==> config.mk <==
export PLATFORM = sky130hd
export DESIGN_NAME = bcd_conv_seq
export DESIGN_NICKNAME = d
export VERILOG_FILES = /design/src/rtl/bcd_conv_seq.sv
export SDC_FILE = /design/constraint.sdc
export NUM_CORES = 1
export LEC_CHECK = 0
export CAP_MARGIN = 15
export CORE_MARGIN = 2
export CORE_UTILIZATION = 56
export CTS_CLUSTER_SIZE = 20
export DETAILED_ROUTE_END_ITERATION = 6
export PLACE_DENSITY = 0.8
export SETUP_SLACK_MARGIN = 0.4
export SLEW_MARGIN = 0
export SYNTH_ARGS = -nofsm -noshare
export SYNTH_HDL_FRONTEND = slang
export SYNTH_SLANG_ARGS = --single-unit
==> constraint.sdc <==
create_clock -name clk -period 2.2 [get_ports clk]
set_clock_uncertainty 0.15 [all_clocks]
set_input_delay 0.33 -clock clk [delete_from_list [all_inputs] [get_ports clk]]
set_output_delay 0.33 -clock clk [all_outputs]
set_load 0.03 [all_outputs]
==> src/rtl/bcd_conv_seq.sv <==
// bcd_conv_seq: iterative double-dabble binary-to-BCD converter.
// One shift-add-3 step per clock, valid/ready on both sides, plus a
// one-entry hold buffer so the producer can hand over the next value
// while the current conversion is still running.
//
// Handshake semantics (both ports): a transfer happens at a rising edge
// where valid && ready are both 1. A producer keeps valid and its data
// steady until the transfer. in_ready is a function of registered state
// only (hold buffer empty) and never looks at in_valid. out_valid and
// bcd_code are registers and stay frozen until the output transfer.
//
// DIGITS must be large enough that 10^DIGITS > 2^WIDTH-1; the default
// pair (12, 4) covers 0..4095.

module bcd_conv_seq #(
  parameter int WIDTH  = 12,
  parameter int DIGITS = 4
) (
  input  logic                  clk,
  input  logic                  reset,
  input  logic [WIDTH-1:0]      mult_result,
  input  logic                  in_valid,
  output logic                  in_ready,
  output logic [4*DIGITS-1:0]   bcd_code,
  output logic                  out_valid,
  input  logic                  out_ready,
  output logic                  busy
);

  localparam int BCD_W = 4 * DIGITS;
  localparam int SR_W  = BCD_W + WIDTH;
  localparam int CNT_W = $clog2(WIDTH + 1);

  // IDLE: nothing in flight. SHIFT: one double-dabble step per cycle.
  // DONE: result presented, waiting for the consumer.
  typedef enum logic [1:0] {
    S_IDLE  = 2'd0,
    S_SHIFT = 2'd1,
    S_DONE  = 2'd2
  } state_t;

  state_t             r_state;
  state_t             w_next_state;

  // {digit field, binary field}; the binary field drains into the digits.
  logic [SR_W-1:0]    r_shift;
  logic [CNT_W-1:0]   r_cnt;
  logic [WIDTH-1:0]   r_hold;
  logic               r_hold_full;
  logic [BCD_W-1:0]   r_bcd;
  logic               r_out_valid;

  logic               w_in_xfer;
  logic               w_out_xfer;
  logic               w_last;
  logic               w_load;
  logic [WIDTH-1:0]   w_load_val;
  logic               w_hold_wr;
  logic               w_hold_clr;
  logic [SR_W-1:0]    w_adj;
  logic [SR_W-1:0]    w_step;

  // Handshake events and the final-shift marker.
  assign w_in_xfer  = in_valid && in_ready;
  assign w_out_xfer = r_out_valid && out_ready;
  assign w_last     = (r_state == S_SHIFT) && (r_cnt == CNT_W'(WIDTH - 1));

  // A new conversion starts from IDLE on an input transfer, or from DONE
  // on an output transfer when either the hold buffer or the input port
  // can supply the next value (the latter avoids an IDLE bubble).
  always_comb begin
    w_load     = 1'b0;
    w_load_val = mult_result;
    if (r_state == S_IDLE) begin
      w_load = w_in_xfer;
    end else if (r_state == S_DONE && w_out_xfer) begin
      if (r_hold_full) begin
        w_load     = 1'b1;
        w_load_val = r_hold;
      end else begin
        w_load = w_in_xfer;
      end
    end
  end

  // The hold buffer captures inputs that arrive while a conversion owns
  // the shift register. In DONE with a simultaneous output transfer the
  // input goes straight into the shift register instead. Since in_ready
  // is low whenever the buffer is full, write and clear never coincide.
  always_comb begin
    w_hold_wr  = w_in_xfer &&
                 ((r_state == S_SHIFT) || (r_state == S_DONE && !w_out_xfer));
    w_hold_clr = (r_state == S_DONE) && w_out_xfer && r_hold_full;
  end

  // One double-dabble step: add 3 to every digit >= 5, then shift left.
  always_comb begin
    w_adj = r_shift;
    for (int d = 0; d < DIGITS; d++) begin
      if (r_shift[WIDTH + 4*d +: 4] >= 4'd5) begin
        w_adj[WIDTH + 4*d +: 4] = r_shift[WIDTH + 4*d +: 4] + 4'd3;
      end
    end
  end

  assign w_step = w_adj << 1;

  // FSM state register.
  always_ff @(posedge clk or negedge reset) begin
    if (!reset) begin
      r_state <= S_IDLE;
    end else begin
      r_state <= w_next_state;
    end
  end

  // FSM next-state logic.
  always_comb begin
    w_next_state = r_state;
    case (r_state)
      S_IDLE: begin
        if (w_in_xfer) begin
          w_next_state = S_SHIFT;
        end
      end
      S_SHIFT: begin
        if (w_last) begin
          w_next_state = S_DONE;
        end
      end
      S_DONE: begin
        if (w_out_xfer) begin
          w_next_state = w_load ? S_SHIFT : S_IDLE;
        end
      end
      default: begin
        w_next_state = S_IDLE;
      end
    endcase
  end

  // FSM outputs: status flags derived from registered state only.
  always_comb begin
    busy     = (r_state == S_SHIFT);
    in_ready = !r_hold_full;
  end

  // Shift register and iteration counter.
  always_ff @(posedge clk or negedge reset) begin
    if (!reset) begin
      r_shift <= '0;
      r_cnt   <= '0;
    end else if (w_load) begin
      r_shift <= {{BCD_W{1'b0}}, w_load_val};
      r_cnt   <= '0;
    end else if (r_state == S_SHIFT) begin
      r_shift <= w_step;
      r_cnt   <= r_cnt + CNT_W'(1);
    end
  end

  // One-entry hold buffer.
  always_ff @(posedge clk or negedge reset) begin
    if (!reset) begin
      r_hold      <= '0;
      r_hold_full <= 1'b0;
    end else if (w_hold_wr) begin
      r_hold      <= mult_result;
      r_hold_full <= 1'b1;
    end else if (w_hold_clr) begin
      r_hold_full <= 1'b0;
    end
  end

  // Result register: written only on the final shift, when out_valid is
  // necessarily low, so bcd_code never moves while it is being offered.
  always_ff @(posedge clk or negedge reset) begin
    if (!reset) begin
      r_bcd       <= '0;
      r_out_valid <= 1'b0;
    end else if (w_last) begin
      r_bcd       <= w_step[SR_W-1 -: BCD_W];
      r_out_valid <= 1'b1;
    end else if (w_out_xfer) begin
      r_out_valid <= 1'b0;
    end
  end

  assign bcd_code  = r_bcd;
  assign out_valid = r_out_valid;

endmodule

After elaboration in Yosys (flattened, before gate mapping)
Index checks and enable logic that the tools add are counted.
- magnitude comparators: 4
- $mul: 0
- equality and inequality tests: 6
- multiplexer cells: 23
- div/mod/pow operators: 0
- bitwise operators: 0
- shift-type cells: 0
- reduce and logical (&&, ||, !) cells: 15
- $add $sub $neg: 5
- operators by type and width (kind ; number):
    28-bit 2-to-1 mux ; 2
    12-bit 2-to-1 mux ; 3
    4-bit 2-to-1 mux ; 5
    4-bit by 3-bit >= comparator with 1-bit output, second input constant ; 4
    4-bit by 2-bit adder with 4-bit output, second input constant ; 3
    1-bit 2-to-1 mux ; 8
    1-bit logical AND ; 7
    2-bit 2-to-1 mux ; 3
    2-bit case mux with 3 select lines ; 1
    2-bit nonzero test ; 3
    4-bit by 1-bit adder with 4-bit output, second input constant ; 1
    4-bit == test, second input constant ; 1
    2-bit inequality test, second input constant ; 2
    3-bit by 2-bit adder with 3-bit output, second input constant ; 1
    3-bit 2-to-1 mux ; 1
    3-bit AND reduction ; 1
    2-bit by 1-bit == test with 1-bit output, second input constant ; 1
    2-bit == test, second input constant ; 1
    1-bit logical NOT ; 2
    2-bit logical NOT ; 1
    2-bit by 1-bit inequality test with 1-bit output, second input constant ; 1
    1-bit logical OR ; 1
- memories kept: 0
- memory bits (writable): 0
- input bits: 16
- logic and storage cells: 60
- bits in registers: 64
- ROM bits: 0
- bits in latches: 0

Longest topological paths before layout
- depth after elaboration: 8
- depth in mapped cells: 6
- gate-level depth less buffers: 6

Worst setup path after synthesis
OpenSTA, ideal clock, no wires.
- path type: reg-to-reg
- start point: register r_out_valid, in the netlist out_valid
- end point: register r_hold[10]
- slack: 0.468 ns
- period minus slack after synthesis: 1.732 ns
- buffers on the path: 1
- arrival: 1.457 ns
- cell stages (with the launch flop): 6
- data required time: 1.925 ns
- cell sequence: dfrtp_1 -> nand2_1 -> nand2_1 -> a21oi_2 -> buf_6 -> mux2_2
- word-level cells in the longest chain between the ends: 5
- ends and longest elaborated chain (element ; line ; source):
    from (decl) ; 51 ; logic r_out_valid;
    from (signal assigned) ; 180 ; r_out_valid <= 1'b0;
    from (signal assigned) ; 183 ; r_out_valid <= 1'b1;
    from (signal assigned) ; 185 ; r_out_valid <= 1'b0;
    1-bit logical AND ; 65 ; assign w_out_xfer = r_out_valid && out_ready;
    1-bit logical NOT ; 92 ; ((r_state == S_SHIFT) || (r_state == S_DONE && !w_out_xfer));
    1-bit logical AND ; 92 ;
    1-bit logical OR ; 92 ;
    1-bit logical AND ; 91 ; w_hold_wr = w_in_xfer &&
    to (signal assigned) ; 168 ; r_hold <= mult_result;
    to (decl) ; 48 ; logic [WIDTH-1:0] r_hold;
No other way between the ends.
A chain may end at the register's enable or synchronous reset.

Worst setup path after layout
- start point: register r_shift[13]
- end point: register r_shift[14]
- word-level cells in the longest chain between the ends: 4
- elaborated cells on any way between the ends: 5
- ends and longest elaborated chain (element ; line ; source):
    from (decl) ; 46 ; logic [SR_W-1:0] r_shift;
    from (signal assigned) ; 154 ; r_shift <= {{BCD_W{1'b0}}, w_load_val};
    from (signal assigned) ; 157 ; r_shift <= w_step;
    4-bit by 2-bit adder with 4-bit output or 4-bit by 3-bit >= comparator with 1-bit output (tied branches) ; 101, 100 ;
    4-bit 2-to-1 mux (*) ; 100 ; if (r_shift[WIDTH + 4*d +: 4] >= 4'd5) begin
    28-bit 2-to-1 mux (*) ; 156 ; end else if (r_state == S_SHIFT) begin
    28-bit 2-to-1 mux (*) ; 153 ; end else if (w_load) begin
Mark *: on every way between the ends. The rest lies on a longest branch, timed or not. The select of a mux whose other input is x is not followed.

==> results by group <==
Clock tree
  – CTS tree: built
  – # clock sinks: 64
  – H-tree levels: 3
  – Clock tree buffer depth: 2
  – Clock latency on the worst-skew pair: roughly 0.34 ns
  – Worst-path clk slew: about 0.070 ns
  – TritonCTS Buffers: 9
  – CTS root buffer: clkbuf_8

STA
  – Final worst-path cycle share: between 80 and 90%
  – Slew Limit Fails: 0
  – Tmin final: ~1.8 ns
  – Final hold vios: 0
  – Setup TNS: 0 ns
  – Slew Limit Headroom: between 50% and 60%
  – Max Clk Rate: between 500 and 600 MHz
  – Unrepaired setup endpoints after global routing: yes
  – Least-Margin Pin Slew: between 0.6 and 0.7 ns
  – Setup violations, final: 0

Worst setup path
  – Reg2reg path depth: 6
  – Worst path cell trace: inv_1 -> ha_1 -> nand2b_1 -> a21oi_2 -> mux2_2 -> o22ai_1
  – Setup crit end kind: register
  – Crit-path slowest cell: dfrtp_1
  – R2r endpoint: r_shift[14]$_DFFE_PN0P_
  – Reg-to-Reg Start: r_shift[13]$_DFFE_PN0P_
  – WP data arrival: between 1.5 and 2 ns
  – Slowest stage delay, CP: 0.39 ns
  – Kind of critical path: register to register
  – CP Launch Type: register
  – R2R Setup Slk: approximately 0.42 ns
  – Worst path bufs/invs: 1
  – CP Max Fanout: 3
  – CP top delay family: flip-flops
  – WP data required: roughly 2.3 ns

Cells and area
  – Area Overhead vs Synth: 23.0%
  – Final #Nets: 357
  – Commonest non-fill, non-tap cell in the layout: dfrtp_1
  – Fraction of layout cells with a size suffix above 1: approximately 20%
  – Antenna Cells: 0
  – Layout fillers: between 400 and 500
  – Final Core Density: 70.2%
  – Commonest cells after routing, fill and taps aside: dfrtp_1, nand2_1, o21ai_0

Place
  – Placed wire-length estimate: approximately 3800 um
  – Placer congestion estimate: 0.781
  – # port buffers: 34

Global route
  – First-pass GRT wire length: approximately 10000 um
  – GRT overflow: 0
  – GRT Util Overall: between 20% and 30%
  – Vias in the first global route: 2255
  – Largest net degree at the start of global routing: 39
  – Initial antenna violation count: 0

Pwr
  – Clock Power Share: around two fifths
  – P_leak: between 1.5 and 2 nW
  – Largest vdd supply drop: roughly 0.00038 V
  – Seq pwr share: between 50% and 60%
  – Pwr Density: 587 nW/um^2
  – Sw Share: between 20% and 30%
  – P_sw: 0.482 mW
  – Combinational power share: between 4 and 5%
  – Internal power: between 1.5 and 2 mW

Routing
  – Routed WL: roughly 5800 um
  – DR DRC count: 0
  – Vias: roughly 2200
  – Antenna-violating nets left: 0
  – DR iter-0 viols: 85
  – TritonRoute pass-1 iters: 4
  – Vias per inst: approximately 5.5
  – Routed WL per cell: 14.1 um

Synthesis
  – Syn nets: between 300 and 400
  – Post-synthesis sequential area ratio: between 50% and 60%
  – Post-synth EDFFs: 0
  – Synth async-reset ratio: between 90% and 100%
  – #FFs+latches synth: 64
  – Mapped cell area: a little over 3000 um^2
  – Yosys cell types: 33
  – Synth Flop Type: dfrtp_1
  – Syn avg cell area: 10.8 um^2
  – Post-Syn Instances: about 290
  – YS warnings: 0

Outcome
  – Status: completed

Die
  – Rows: 27
  – Initial Utilization: between 50% and 60%
  – Core area: 5410 um^2
  – Die height: about 78 um
  – Ports: 35
  – Die footprint: about 6100 um^2
  – Chip width: roughly 78 um

Min path
  – HP Class: register to register
  – Hold path depth: 2
  – Hold endpoint: bcd_code[15]$_DFFE_PN0P_
  – Min-delay src: bcd_code[15]$_DFFE_PN0P_

Run
  – Max_cap viols: 0
-- sequential cells by signal, summed over array words and instances (netlist names) --
name	count
r_state	2
bcd_code	16
r_shift	28
r_hold	12
r_hold_full	1
r_cnt	4
out_valid	1
-- synth_stat cells (7+ instances only) --
| cell | n | area, um^2 |
|---|---|---|
| inv_1 | 10 | 37.5 |
| and2_1 | 11 | 68.8 |
| buf_2 | 8 | 40.0 |
| mux2_2 | 17 | 191 |
| nor3b_1 | 7 | 52.6 |
| dfrtp_1 | 64 | 1600 |
| o22ai_1 | 11 | 68.8 |
| a211oi_1 | 11 | 82.6 |
| o21ai_0 | 22 | 110 |
| mux2i_1 | 14 | 140 |
| ha_1 | 9 | 113 |
| a21oi_1 | 22 | 110 |
| nand2_1 | 36 | 135 |
-- worst register-to-register path, cell delays in order, from the launching register on --
cell and delay (ns):
dfrtp_1 0.39, inv_1 0.10, ha_1 0.19, nand2b_1 0.17, a21oi_2 0.17, mux2_2 0.37, o22ai_1 0.16
-- per-layer routing --
metal / vias to the layer above / global-route usage [%] / routed length [um]
met2: 38 / 35.7 / 2930
met1: 1099 / 25.1 / 2550
li1: 1102 / - / -
met3: 8 / 5.86 / 222
met5: - / 0 / 0
met4: 0 / 9.30 / 83
-- power by group through the flow --
stage	clock [mW]	sequential (mW)	combinational, mW
CTS	0.944	1.21	0.0961
floorplan	0	1.23	0.0334
global route	1.00	1.21	0.106
finish	0.924	1.21	0.0931
global placement	0	1.23	0.0924
detailed placement	0	1.23	0.0938
-- cell type report --
cell class | count | area [um^2] | area share (%)
clock buffer | 13 | 169 | 4.45
clock inverter | 3 | 15.0 | 0.396
inverter | 11 | 43.8 | 1.15
multi-input combinational | 196 | 1400 | 37.0
sequential | 64 | 1600 | 42.3
tap | 72 | 90.1 | 2.37
timing repair buffer | 50 | 470 | 12.4
-- how the worst max path moves through the flow --
stage / cells past startpoint / from / to / slack, ns
floorplan: 5 / out_valid$_DFFE_PN0P_ / r_hold[10]$_DFFE_PN0P_ / 0.47
global placement: 6 / out_ready / r_shift[19]$_DFFE_PN0P_ / 0.18
detailed placement: 6 / out_ready / r_shift[15]$_DFFE_PN0P_ / 0.15
CTS: 6 / r_shift[20]$_DFFE_PN0P_ / bcd_code[10]$_DFFE_PN0P_ / 0.41
global route: 6 / r_shift[13]$_DFFE_PN0P_ / r_shift[14]$_DFFE_PN0P_ / 0.37
finish: 6 / r_shift[13]$_DFFE_PN0P_ / r_shift[14]$_DFFE_PN0P_ / 0.42
-- through the flow --
step / instances / setup WS (ns) / hold WS, ns / power (mW) / cell area [um^2]
floorplan: 286 / 0.468 / -0.116 / 1.26 / 3090
global placement: 387 / 0.178 / 0.228 / 1.32 / 3530
detailed placement: 387 / 0.147 / 0.232 / 1.33 / 3530
CTS: 405 / 0.406 / 0.329 / 2.25 / 3730
global route: 409 / 0.371 / 0.349 / 2.32 / 3800
finish: 409 / 0.421 / 0.323 / 2.23 / 3800
-- cell families after synthesis --
family / share of synthesized area, %
compound gates: 15.7
xor+xnor: 1.99
fa+ha+maj: 3.65
buf+inv: 4.34
flops: 51.9
mux: 10.7
simple gates: 11.7
-- timing repair --
action | in CTS | in global routing
gates resized for setup | 26 | 12
hold endpoints to repair | 26 | 0
setup buffers | 1 | 4
setup endpoints to repair | 26 | 21
hold buffers | 1 | 0
pin swaps | 1 | 4
(Power assumes the default switching activity.)
==> variant 1 (same settings) <==
Re-encode `state_t` (3 states) as one-hot, 3 bits wide.
--- a/src/rtl/bcd_conv_seq.sv
+++ b/src/rtl/bcd_conv_seq.sv
@@ -35,6 +35,6 @@
   // DONE: result presented, waiting for the consumer.
-  typedef enum logic [1:0] {
-    S_IDLE  = 2'd0,
-    S_SHIFT = 2'd1,
-    S_DONE  = 2'd2
+  typedef enum logic [2:0] {
+    S_IDLE  = 3'b001,
+    S_SHIFT = 3'b010,
+    S_DONE  = 3'b100
   } state_t;
Behaviour: same outputs for any inputs over 10 cycles, from zero or initial values and one cycle with reset low; not proved beyond that.
==> variant 1 against the original RTL <==
Final area grew 20%. Sequential share of layout area shrank 6.5 points. Setup slack lost 240 ps. Die area grew 5.9%. Global-route usage grew 2.6 points. Routed wire length grew 46%. Sequential cell count grew 1. Area after synthesis grew 6.2%. Synthesized cell count grew 5.6%.
Power is not compared: it rests on default switching activity, and its combinational part moved more than twofold at a synthesized area within 25%.
==> variant 1: results (changes against the original RTL) <==
----------------------------------------------------
[Run status]
  Result of the run ... completed

[Worst setup path]
  Critical register-to-register path endpoint ... r_shift[22]
  Data arrival time at the worst-slack endpoint ... 2100 ps (+210 ps)
  Slowest cell on crit path ... sky130_fd_sc_hd__dfstp_2
  CP peak stage delay ... 570 ps (+180 ps)
  Startpoint of the most critical register-to-register path ... r_state[0]

[GRT]
  Vias in the first global route ... 2444 (+8.4%)
  Overall global routing resource usage ... 0.2365 (+0.02613)
  Largest net degree at the start of global routing ... 31 (-21%)
  Initial antenna violation count ... 0 (unchanged)
  Wire length of the first global-routing pass ... 11540 µm (+16%)

[Synthesis]
  Post-synth cell types ... 42 (+27%)
  Synthesized instance count ... 302 (+5.6%)
  Post-synth top flop ... sky130_fd_sc_hd__dfrtp_1
  Synth top area cells ... sky130_fd_sc_hd__dfrtp_1 49%, sky130_fd_sc_hd__mux2_1 5.8%, sky130_fd_sc_hd__a21oi_1 4.9%, sky130_fd_sc_hd__mux2i_1 4.6%, sky130_fd_sc_hd__a211oi_1 3.4%
  Portion of the post-synthesis area used by sequential elements ... 0.4968 (-0.02230)
  Net count after synthesis ... 327 (+5.1%)
  Top post-synthesis cells by count ... 64 x sky130_fd_sc_hd__dfrtp_1, 32 x sky130_fd_sc_hd__a21oi_1, 20 x sky130_fd_sc_hd__nor2_1, 17 x sky130_fd_sc_hd__mux2_1

[Placed design]
  GPL Wtd Cong ... 0.8057 (+3.2%)
  Post-Place Cell Area ... 3864 µm² (+9.5%)
  Pre-CTS WS ... 18.02 ps (-128.7 ps)
  Cell Count Post-Placement ... 405 (+4.7%)
  HPWL Detailed ... 4281 µm (+13%)

[Layout]
  Synth-to-Final Area Change ... 38.95%
  Fill count ... 306 (-26%)
  Post-route non-filler standard cell count ... 445 (+8.8%)
  Ratio of cells with drive above 1 in the final layout ... 0.3458 (+0.1470)
  Number of nets in the layout ... 393 (+10%)

[Routing]
  Met3 Routed Length ... 378 µm (+70%)
  DR vias ... 2593 (+15%)
  Average detailed-routed wire length per instance ... 19.03 µm (+35%)
  Met2 WL ... 4355 µm (+49%)
  DRT met1 WL ... 3583 µm (+41%)
  1st-iter DRT viols ... 213 (+150%)

[STA]
  Worst Hold Margin ... 337.7 ps (+14.73 ps)
  Max-slew headroom ... 0.5557 (-0.02870)

[Clocking]
  H-tree depth ... 3 (unchanged)

[Worst hold path]
  Hold wc startpoint ... bcd_code[5]
  Hold Path End ... bcd_code[5]

----------------------------------------------------
variant 1: worst max path at each step:
| stage | start | cells past startpoint | end |
|---|---|---|---|
| floorplan | out_valid | 5 | r_hold[10] |
| global placement | out_ready | 6 | r_hold[10] |
| detailed placement | out_ready | 6 | r_hold[1] |
| CTS | r_state[0] | 5 | r_shift[20] |
| global route | r_state[0] | 6 | r_shift[20] |
| finish | r_state[0] | 6 | r_shift[22] |
variant 1: repair_timing:
| action | in CTS | in global routing |
|---|---|---|
| endpoints found under the setup margin | 76 | 53 |
| resized for setup | 28 | 43 |
| setup buffers | 4 | 12 |
| pin swaps | 4 | 13 |
| endpoints found under the hold margin | 26 | 0 |
| hold buffers | 1 | 0 |
| cloned | 1 | 6 |
variant 1: final cells by class:
cell class,instances,area share
Clock buffer,14,0.03792
Clock inverter,2,0.007694
Inverter,14,0.01319
Multi-Input combinational cell,205,0.3921
Sequential cell,65,0.3578
Tap cell,72,0.01979
Timing Repair Buffer,73,0.1715
variant 1: logic make-up (layout without fill, tap and decap cells):
| logic type | after synthesis | after routing | synth area share |
|---|---|---|---|
| AOI/OAI and AO/OA | 83 | 83 | 0.1634 |
| xor gates and xnor gates | 7 | 7 | 0.01871 |
| muxes | 34 | 34 | 0.1111 |
| buffers and inverters | 32 | 103 | 0.05231 |
| DFF | 65 | 65 | 0.4968 |
| adders and majority gates | 9 | 9 | 0.03436 |
| and+or+nand+nor | 72 | 72 | 0.1233 |
variant 1: layer usage:
layer / GRT usage / vias to the layer above
met2: 0.3950 / 81
li1: - / 1215
met1: 0.3096 / 1283
met5: 0 / -
met3: 0.03483 / 14
met4: 0.09492 / 0
variant 1: where the power goes:
group          switching [µW]  internal, µW  leakage [µW]
Combinational            1050           963       0.00102
Sequential                357          1530      0.000842
Clock                     457           616      0.000107
==> variant 2 (config.mk and constraints unchanged) <==
Made on the original files. Set the parameter `WIDTH` to 6 (it was 12).
--- a/src/rtl/bcd_conv_seq.sv
+++ b/src/rtl/bcd_conv_seq.sv
@@ -15,3 +15,3 @@
 module bcd_conv_seq #(
-  parameter int WIDTH  = 12,
+  parameter int WIDTH  = 6,
   parameter int DIGITS = 4
Ports: changed (resized mult_result); port bits go from 35 to 29. No check against the original RTL was run, so the function may have changed too.
==> variant 2 against the original RTL <==
Final area down 20%. Sequential cell count down 13. Area after synthesis down 18%. Die area down 17%. Critical path depth down 2. Largest cell class unchanged. Critical path type is now reg2out. Via count down 20%. Non-clock buffer count down 9. Global-route usage down 1.3 points. Routed wire length down 22%. Setup slack better by 30 ps.
Power is not compared: it rests on default switching activity, and its combinational part moved more than twofold at a synthesized area within 25%.
==> variant 2: results (changes against the original RTL) <==
----------------------------------------------------
[Run status]
  Result of the run ... completed

[Placed design]
  HPWL Detailed ... 3030 µm (-20%)
  Post-Place Cell Area ... 2829 µm² (-20%)
  GPL Wtd Cong ... 0.7367 (-5.6%)
  Cell Count Post-Placement ... 315 (-19%)

[Clocking]
  Number of CTS-inserted buffers ... 5 (-4)
  Number of gates resized after CTS ... 27 (+3.8%)
  H-tree depth ... 2 (-1)
  CTS clock-pin slew for the worst setup and hold paths ... 90 ps (+20 ps)
  Clock insertion delay at the later pin of the skew report ... 310 ps (-30 ps)

[Routing]
  Vias per cell ... 5.423 (-1.3%)
  1st-iter DRT viols ... 99 (+16%)
  Average detailed-routed wire length per instance ... 13.66 µm (-3.4%)
  Met2 WL ... 2201 µm (-25%)

[Worst setup path]
  CP peak stage delay ... 450 ps (+60 ps)
  Start point of the critical path ... r_state[1]
  Capturing element of the worst setup path ... busy
  Maximum fanout count along the critical path ... 9 (+6)
  Setup slack of the most critical reg-to-reg path ... 460 ps (+40 ps)

[Layout]
  Flip-flop count of the largest register, all copies and words added ... 22 (-21%)

[GRT]
  Vias in the first global route ... 1772 (-21%)
  Met1 routing resource usage after global routing ... 0.2564 (+0.005782)
  Grt met3 use ... 0.04986 (-0.008763)

[Synthesis]
  Top post-synthesis cells by count ... 51 x sky130_fd_sc_hd__dfrtp_1, 39 x sky130_fd_sc_hd__nand2_1, 25 x sky130_fd_sc_hd__o21ai_0, 18 x sky130_fd_sc_hd__mux2i_1, 16 x sky130_fd_sc_hd__a21oi_1
  Net count after synthesis ... 258 (-17%)
  Synth top area cells ... sky130_fd_sc_hd__dfrtp_1 51%, sky130_fd_sc_hd__mux2i_1 7.1%, sky130_fd_sc_hd__nand2_1 5.8%, sky130_fd_sc_hd__ha_1 5.0%, sky130_fd_sc_hd__o21ai_0 5.0%

----------------------------------------------------
## variant 2: where the power goes
part	total [µW]	internal (µW)	switching, µW
Clock	546	222	324
Combinational	2320	1010	1310
Sequential	1670	1350	323
Total	4530	2570	1960
## variant 2: kinds of logic (layout without fill, tap and decap cells)
logic type | Yosys count | count (layout) | synth area share
DFF | 51 | 51 | 0.5062
and+or+nand+nor | 66 | 66 | 0.1350
muxes | 29 | 29 | 0.1206
buffers and inverters | 22 | 63 | 0.05459
adders and majority gates | 10 | 10 | 0.04963
xor gates and xnor gates | 5 | 5 | 0.01737
AOI/OAI and AO/OA | 55 | 55 | 0.1166
## variant 2: area by class of cell
| type | count | area (µm²) |
|---|---|---|
| fillers | 322 | 1309 |
| clock inverters | 3 | 20.02 |
| repair buffers | 41 | 371.6 |
| well taps | 52 | 65.06 |
| flip-flops and latches | 51 | 1280 |
| clock buffers | 5 | 68.82 |
| multi-input cells | 165 | 1182 |
| inverters | 14 | 57.56 |
## variant 2: how the worst min path moves through the flow
| stage | startpoint | to | slack [ps] | cells past startpoint |
|---|---|---|---|---|
| finish | bcd_code[11] | bcd_code[11] | 330 | 2 |
| global route | bcd_code[6] | bcd_code[6] | 360 | 2 |
| CTS | bcd_code[11] | bcd_code[11] | 340 | 2 |
| detailed placement | reset | bcd_code[6] | 190 | 2 |
| global placement | reset | bcd_code[5] | 190 | 2 |
| floorplan | reset | bcd_code[0] | -120 | 0 |
## variant 2: metrics by stage
step	total power [µW]	utilization	hold WS, ps
floorplan	3243	-	-115.6
global placement	3762	0.6497	189.4
detailed placement	3838	0.6497	190.9
CTS	4333	0.6741	335.9
global route	4918	0.6994	364.2
finish	4533	0.6994	328.4
